$ cat config.mk
export PLATFORM = sky130hd
export DESIGN_NAME = complex_result_drain_flat
export DESIGN_NICKNAME = d
export VERILOG_FILES = /design/src/rtl/complex_result_drain_pkg.sv /design/src/rtl/complex_result_drain_if.sv /design/src/rtl/complex_result_drain_fifo.sv /design/src/rtl/complex_result_drain.sv /design/src/flat_wrapper.sv
export SDC_FILE = /design/constraint.sdc
export NUM_CORES = 1
export LEC_CHECK = 0
export ABC_AREA = 1
export CAP_MARGIN = 5
export CORE_MARGIN = 4
export CORE_UTILIZATION = 58
export CTS_BUF_LIST = sky130_fd_sc_hd__clkbuf_16
export DETAILED_ROUTE_END_ITERATION = 10
export DONT_BUFFER_PORTS = 1
export PLACE_DENSITY_LB_ADDON = 0.25
export SLEW_MARGIN = 15
export SYNTH_ARGS = -nofsm -noshare
export SYNTH_HDL_FRONTEND = slang
export SYNTH_HIERARCHICAL = 1
export SYNTH_SLANG_ARGS = --single-unit
$ cat constraint.sdc
create_clock -name clk -period 14.8 [get_ports clk]
set_clock_uncertainty 0.1 [all_clocks]
set_input_delay 2.22 -clock clk [delete_from_list [all_inputs] [get_ports clk]]
set_output_delay 2.22 -clock clk [all_outputs]
set_load 0.02 [all_outputs]
$ cat src/rtl/complex_result_drain_pkg.sv
// Shared definitions for the convolution result drain: FSM encoding and the
// default word width / frame length used across the convolution datapath.
package complex_result_drain_pkg;

    localparam int DATA_W_DEF    = 32;
    localparam int FRAME_LEN_DEF = 100;

    typedef enum logic [2:0] {
        ST_IDLE    = 3'd0,
        ST_FLUSH   = 3'd1,
        ST_CAPTURE = 3'd2,
        ST_DRAIN   = 3'd3,
        ST_DONE    = 3'd4
    } state_e;

endpackage

$ cat src/rtl/complex_result_drain_if.sv
// Control, sample input and valid/ready output stream of the result drain.
interface complex_result_drain_if
    import complex_result_drain_pkg::*;
#(
    parameter int DATA_W = DATA_W_DEF
) ();

    logic              start;
    logic              in_valid;
    logic [DATA_W-1:0] result_r;
    logic [DATA_W-1:0] result_i;
    logic              out_valid;
    logic              out_ready;
    logic [DATA_W-1:0] out_r;
    logic [DATA_W-1:0] out_i;
    logic              out_last;
    logic              frame_done;
    logic              overflow;
    logic              busy;

    modport master (
        output start, in_valid, result_r, result_i, out_ready,
        input  out_valid, out_r, out_i, out_last, frame_done, overflow, busy
    );

    modport slave (
        input  start, in_valid, result_r, result_i, out_ready,
        output out_valid, out_r, out_i, out_last, frame_done, overflow, busy
    );

endinterface

$ cat src/rtl/complex_result_drain_fifo.sv
// Show-ahead synchronous FIFO; the caller guarantees push only when there is
// room (or a pop in the same cycle) and pop only when non-empty.
module sync_fifo_showahead #(
    parameter int WIDTH = 65,
    parameter int DEPTH = 16
) (
    input  logic             clk,
    input  logic             rst,
    input  logic             push_i,
    input  logic             pop_i,
    input  logic [WIDTH-1:0] wdata_i,
    output logic             full_o,
    output logic             empty_o,
    output logic [WIDTH-1:0] head_o
);

    localparam int AW = $clog2(DEPTH);

    logic [WIDTH-1:0] mem_q [DEPTH];
    logic [AW-1:0]    wr_ptr_q, rd_ptr_q;
    logic [AW:0]      count_q, count_d;

    always_comb begin
        count_d = count_q;
        case ({push_i, pop_i})
            2'b10:   count_d = count_q + 1'b1;
            2'b01:   count_d = count_q - 1'b1;
            default: count_d = count_q;
        endcase
    end

    always_ff @(posedge clk) begin
        if (rst) begin
            wr_ptr_q <= '0;
            rd_ptr_q <= '0;
            count_q  <= '0;
        end else begin
            if (push_i) wr_ptr_q <= wr_ptr_q + 1'b1;
            if (pop_i)  rd_ptr_q <= rd_ptr_q + 1'b1;
            count_q <= count_d;
        end
    end

    // Storage carries no reset; only the pointers and occupancy define contents.
    always_ff @(posedge clk) begin
        if (push_i) mem_q[wr_ptr_q] <= wdata_i;
    end

    assign full_o  = (count_q == (AW+1)'(DEPTH));
    assign empty_o = (count_q == '0);
    assign head_o  = mem_q[rd_ptr_q];

endmodule

$ cat src/rtl/complex_result_drain.sv
// Frames FRAME_LEN convolution results after SKIP fill samples and drains them
// through a show-ahead FIFO onto a valid/ready stream with a last marker.
module complex_result_drain
    import complex_result_drain_pkg::*;
#(
    parameter int DATA_W    = DATA_W_DEF,
    parameter int DEPTH     = 16,
    parameter int FRAME_LEN = FRAME_LEN_DEF,
    parameter int SKIP      = 3
) (
    input  logic                   clk,
    input  logic                   rst,
    complex_result_drain_if.slave  bus
);

    localparam int FW = 2*DATA_W + 1;
    localparam int CW = (FRAME_LEN > 1) ? $clog2(FRAME_LEN) : 1;
    localparam int SW = (SKIP > 1) ? $clog2(SKIP) : 1;

    state_e        state_q, state_d;
    logic [SW-1:0] skip_cnt_q, skip_cnt_d;
    logic [CW-1:0] frame_cnt_q, frame_cnt_d;
    logic          overflow_q, overflow_d;

    logic          push, pop, full, empty, last;
    logic [FW-1:0] head;

    assign pop  = !empty && bus.out_ready;
    assign last = (frame_cnt_q == CW'(FRAME_LEN-1));

    always_comb begin
        state_d     = state_q;
        skip_cnt_d  = skip_cnt_q;
        frame_cnt_d = frame_cnt_q;
        overflow_d  = overflow_q;
        push        = 1'b0;
        case (state_q)
            ST_IDLE: if (bus.start) begin
                skip_cnt_d  = '0;
                frame_cnt_d = '0;
                overflow_d  = 1'b0;
                state_d     = (SKIP == 0) ? ST_CAPTURE : ST_FLUSH;
            end
            ST_FLUSH: if (bus.in_valid) begin
                skip_cnt_d = skip_cnt_q + 1'b1;
                if (skip_cnt_q == SW'(SKIP-1)) state_d = ST_CAPTURE;
            end
            ST_CAPTURE: if (bus.in_valid) begin
                // A full FIFO still takes the sample if the head leaves this cycle.
                push        = !full || pop;
                overflow_d  = overflow_q || !push;
                frame_cnt_d = frame_cnt_q + 1'b1;
                if (last) state_d = ST_DRAIN;
            end
            ST_DRAIN: if (empty) state_d = ST_DONE;
            ST_DONE:  state_d = ST_IDLE;
            default:  state_d = ST_IDLE;
        endcase
    end

    always_ff @(posedge clk) begin
        if (rst) begin
            state_q     <= ST_IDLE;
            skip_cnt_q  <= '0;
            frame_cnt_q <= '0;
            overflow_q  <= 1'b0;
        end else begin
            state_q     <= state_d;
            skip_cnt_q  <= skip_cnt_d;
            frame_cnt_q <= frame_cnt_d;
            overflow_q  <= overflow_d;
        end
    end

    sync_fifo_showahead #(
        .WIDTH (FW),
        .DEPTH (DEPTH)
    ) u_fifo (
        .clk     (clk),
        .rst     (rst),
        .push_i  (push),
        .pop_i   (pop),
        .wdata_i ({last, bus.result_r, bus.result_i}),
        .full_o  (full),
        .empty_o (empty),
        .head_o  (head)
    );

    // Head fields are zeroed while empty so stale storage never shows.
    assign bus.out_valid  = !empty;
    assign bus.out_last   = !empty && head[FW-1];
    assign bus.out_r      = empty ? '0 : head[2*DATA_W-1:DATA_W];
    assign bus.out_i      = empty ? '0 : head[DATA_W-1:0];
    assign bus.frame_done = (state_q == ST_DONE);
    assign bus.overflow   = overflow_q;
    assign bus.busy       = (state_q != ST_IDLE);

endmodule

$ cat src/flat_wrapper.sv
// flat-port wrapper written by rule: the top's interface ports become plain ports
module complex_result_drain_flat import complex_result_drain_pkg::*;
#(
    parameter int DATA_W    = DATA_W_DEF,
    parameter int DEPTH     = 16,
    parameter int FRAME_LEN = FRAME_LEN_DEF,
    parameter int SKIP      = 3
)
  (clk, rst, bus_start, bus_in_valid, bus_result_r, bus_result_i, bus_out_ready, bus_out_valid, bus_out_r, bus_out_i, bus_out_last, bus_frame_done, bus_overflow, bus_busy);
  complex_result_drain_if #(.DATA_W(DATA_W)) bus_i ();
  input  logic clk;
  input  logic rst;
  input wire logic [$bits(bus_i.start)-1:0] bus_start;
  input wire logic [$bits(bus_i.in_valid)-1:0] bus_in_valid;
  input wire logic [$bits(bus_i.result_r)-1:0] bus_result_r;
  input wire logic [$bits(bus_i.result_i)-1:0] bus_result_i;
  input wire logic [$bits(bus_i.out_ready)-1:0] bus_out_ready;
  output wire logic [$bits(bus_i.out_valid)-1:0] bus_out_valid;
  output wire logic [$bits(bus_i.out_r)-1:0] bus_out_r;
  output wire logic [$bits(bus_i.out_i)-1:0] bus_out_i;
  output wire logic [$bits(bus_i.out_last)-1:0] bus_out_last;
  output wire logic [$bits(bus_i.frame_done)-1:0] bus_frame_done;
  output wire logic [$bits(bus_i.overflow)-1:0] bus_overflow;
  output wire logic [$bits(bus_i.busy)-1:0] bus_busy;
  assign bus_i.start = bus_start;
  assign bus_i.in_valid = bus_in_valid;
  assign bus_i.result_r = bus_result_r;
  assign bus_i.result_i = bus_result_i;
  assign bus_i.out_ready = bus_out_ready;
  assign bus_out_valid = bus_i.out_valid;
  assign bus_out_r = bus_i.out_r;
  assign bus_out_i = bus_i.out_i;
  assign bus_out_last = bus_i.out_last;
  assign bus_frame_done = bus_i.frame_done;
  assign bus_overflow = bus_i.overflow;
  assign bus_busy = bus_i.busy;
  complex_result_drain #(.DATA_W(DATA_W), .DEPTH(DEPTH), .FRAME_LEN(FRAME_LEN), .SKIP(SKIP)) u_core (.clk(clk), .rst(rst), .bus(bus_i));
endmodule
==> run summary <==
Max IR drop VDD - 0.1151 mV
Crit Path Class - reg2out
Total number of vias - 26.96k
Sw Ratio - 0.3047
Fin. Hold Viols - 0
Die height - 283.6 um
Outcome - finished, final reports clean
Final worst-path cycle share - 0.4471
DP Worst Slack - 8825 ps
Data required time of the critical path - 12480 ps
CP endpoint kind - primary output
Vias in the first global route - 25.89k
Ant diodes - 0
GR Overflow Total - 0
CTS buffer count - 104
Yosys warnings - 6
Yosys reg bits - 1070
Core box area - 74820 um^2
Crit-path most repeated cell - nand3_1
Min Hold Slack - 393.1 ps
Clk pwr share - 0.344
Critical path fanouts, max - 206
Unrepaired setup endpoints after global routing - false
Synth top area share - 0.7089
Initial Util - 0.5888
GP Congestion - 0.7451
Critical path launch point type - flop
Row count - 100
Max_slew headroom - 0.1998
# Post-CTS Setup Buffers - 0
Dominant cell type by area after synthesis - edfxtp_1
Final Routed Wirelength - 98.45 mm
Nets - 3655
Cell variety after synth - 31
# resized after CTS - 0
Die Footprint - 80430 um^2
Final worst slack - 8182 ps
Final non-filler cell total - 4628
# port buffers - 0
Syn Area/Cell - 12.06 um^2
Worst-path clk slew - 60 ps
Setup TNS Final - 0 ps
DP HPWL - 48.31 mm
CP top delay family - buffers and inverters
Largest net degree at the start of global routing - 257
H-tree lvl count - 3
Filler Cells Inserted - 5432
Commonest cells in the netlist - edfxtp_1 (1040), inv_1 (622), nand3_1 (404)
Post-Syn Instances - 3653
Max Clock Freq - 0.1511 GHz
Syn nets - 3733
Ys flop type - edfxtp_1
Internal Power - 0.005295 W
Root buffer cell - clkbuf_16
Switching power - 0.002320 W
Number of DRC markers in iteration 0 - 3053
CTS Sinks - 1070
Crit path cell chain - buf_12 > buf_4 > o211ai_1 > nand3_1 > nand3_1 > nand2_1 > inv_1 > nor2_1
Global-route wire length before repair - 151.0 mm
Asr flop ratio synth - 0
Final setup vio count - 0
Count leader, synth - edfxtp_1
Clock Latency Late Sink - 650 ps
Avg WL per Cell - 21.27 um
Final Slew Violations - 0
Leakage - 17.30 nW
CTS tree - built
DR vias/cell - 5.825
Seq pwr share - 0.448
DIE WIDTH - 283.6 um
Antenna Nets Post-Route - 0
IO Pins - 138
Share of layout cells above drive strength 1 - 0.05958
DRC violations left - 0
Worst-margin pin slew - 1200 ps
Worst path arrival time - 4300 ps
CP max-delay cell - buf_4
Overall Global Routing Usage - 0.2417
Pwr/cell area - 158.2 nW/um^2
Maxcap violations - 0
Placed Instances - 4438
Hold Path Class - reg2reg
Antenna violations before repair - 0
Mapped Area - 44050 um^2
Hold buffers post-CTS - 0
Drt pass-1 iters - 5
Maximum clock path buffer count - 3
Post-synth EDFFs - 1040
Final Critical Period - 6618 ps
Area contributors post-synth - edfxtp_1 (71%), inv_1 (5.3%), nand3_1 (4.6%)
CP max stage delay - 920 ps
Combinational power share - 0.208
Register area share after synthesis - 0.7225
Syn-to-layout area delta - 9.273%
WP buf/inv - 3
-- power by group through the flow --
stage               Combinational (W)  Sequential (W)  Clock, W
floorplan                     0.00131         0.00346         0
global placement              0.00156         0.00348         0
detailed placement            0.00158         0.00348         0
global route                  0.00177         0.00342   0.00278
CTS                           0.00159         0.00341   0.00265
finish                        0.00158         0.00341   0.00262
-- metal layers --
metal	vias to the layer above	wire, um	part of all wire	global-route usage
li1	12650	-	-	-
met1	13200	40730	0.41	0.3333
met2	964	48080	0.49	0.4043
met3	153	7378	0.075	0.03807
met4	0	2259	0.023	0.06907
met5	-	0	0	0
-- state kept, by name, indices dropped and copies added (netlist names), named ones only --
register                count
u_core/bus.overflow         1
u_core/u_fifo/mem_q      1040
u_core/state_q              3
u_core/skip_cnt_q           2
u_core/u_fifo/wr_ptr_q      4
u_core/u_fifo/count_q       5
u_core/frame_cnt_q          7
u_core/u_fifo/rd_ptr_q      4
-- placed cells by master, fill, tap and decap left out, types with 4 or more instances in the layout --
| master | count |
|---|---|
| edfxtp_1 | 1040 |
| inv_1 | 645 |
| nand3_1 | 404 |
| nand2_1 | 370 |
| a21oi_1 | 280 |
| o21ai_0 | 268 |
| o211ai_1 | 260 |
| clkbuf_16 | 106 |
| nor2_1 | 93 |
| buf_4 | 36 |
| dfxtp_1 | 26 |
| clkinv_1 | 22 |
| nor2_4 | 18 |
| bufinv_16 | 12 |
| clkinv_2 | 11 |
| ha_1 | 11 |
| clkinvlp_4 | 8 |
| nand4_1 | 5 |
| o21ai_1 | 5 |
| inv_2 | 4 |
| dfxtp_4 | 4 |
-- cell families after synthesis --
| kind of cell | Yosys count | synth area share |
|---|---|---|
| flip-flops | 1070 | 0.7225 |
| buffers and inverters | 849 | 0.07600 |
| XOR/XNOR | 3 | 0.0005965 |
| adder cells (fa/ha/maj) | 11 | 0.003124 |
| AO/OA/AOI/OAI | 815 | 0.1075 |
| AND/OR/NAND/NOR | 905 | 0.09029 |
-- tightest hold or removal path, stage by stage, from the launching register on --
cell and delay, ps:
dfxtp_1 310, inv_1 70, a21oi_1 70
-- metrics by stage --
| step | util | power [W] | area (um^2) |
|---|---|---|---|
| finish | 0.6434 | 0.007615 | 48140 |
| global route | 0.6434 | 0.007968 | 48140 |
| CTS | 0.6434 | 0.007656 | 48140 |
| detailed placement | 0.5981 | 0.005059 | 44750 |
| global placement | 0.5981 | 0.005035 | 44750 |
| floorplan | - | 0.004763 | 44050 |
-- path summary, 6_finish.rpt --
kind	from	to	slack, ps	cells past startpoint
max	flop	bus_out_r[8]	8180	8
min	u_core/u_fifo/rd_ptr_q[2]	flop	390	2
max reg2reg	u_core/u_fifo/count_q[0]	u_core/u_fifo/mem_q[11][33]	10420	9
min reg2reg	u_core/u_fifo/rd_ptr_q[2]	flop	390	2
-- cell type report --
| cell class | count | area, um^2 | share of cell area |
|---|---|---|---|
| multi-input combinational | 1734 | 9004 | 0.1870 |
| timing repair buffer | 39 | 330.3 | 0.006862 |
| inverter | 626 | 2357 | 0.04897 |
| clock inverter | 84 | 738.2 | 0.01533 |
| sequential | 1070 | 31850 | 0.6615 |
| clock buffer | 106 | 2653 | 0.05510 |
| tap | 969 | 1212 | 0.02519 |
Note: power is estimated with default switching activity, not from simulation.
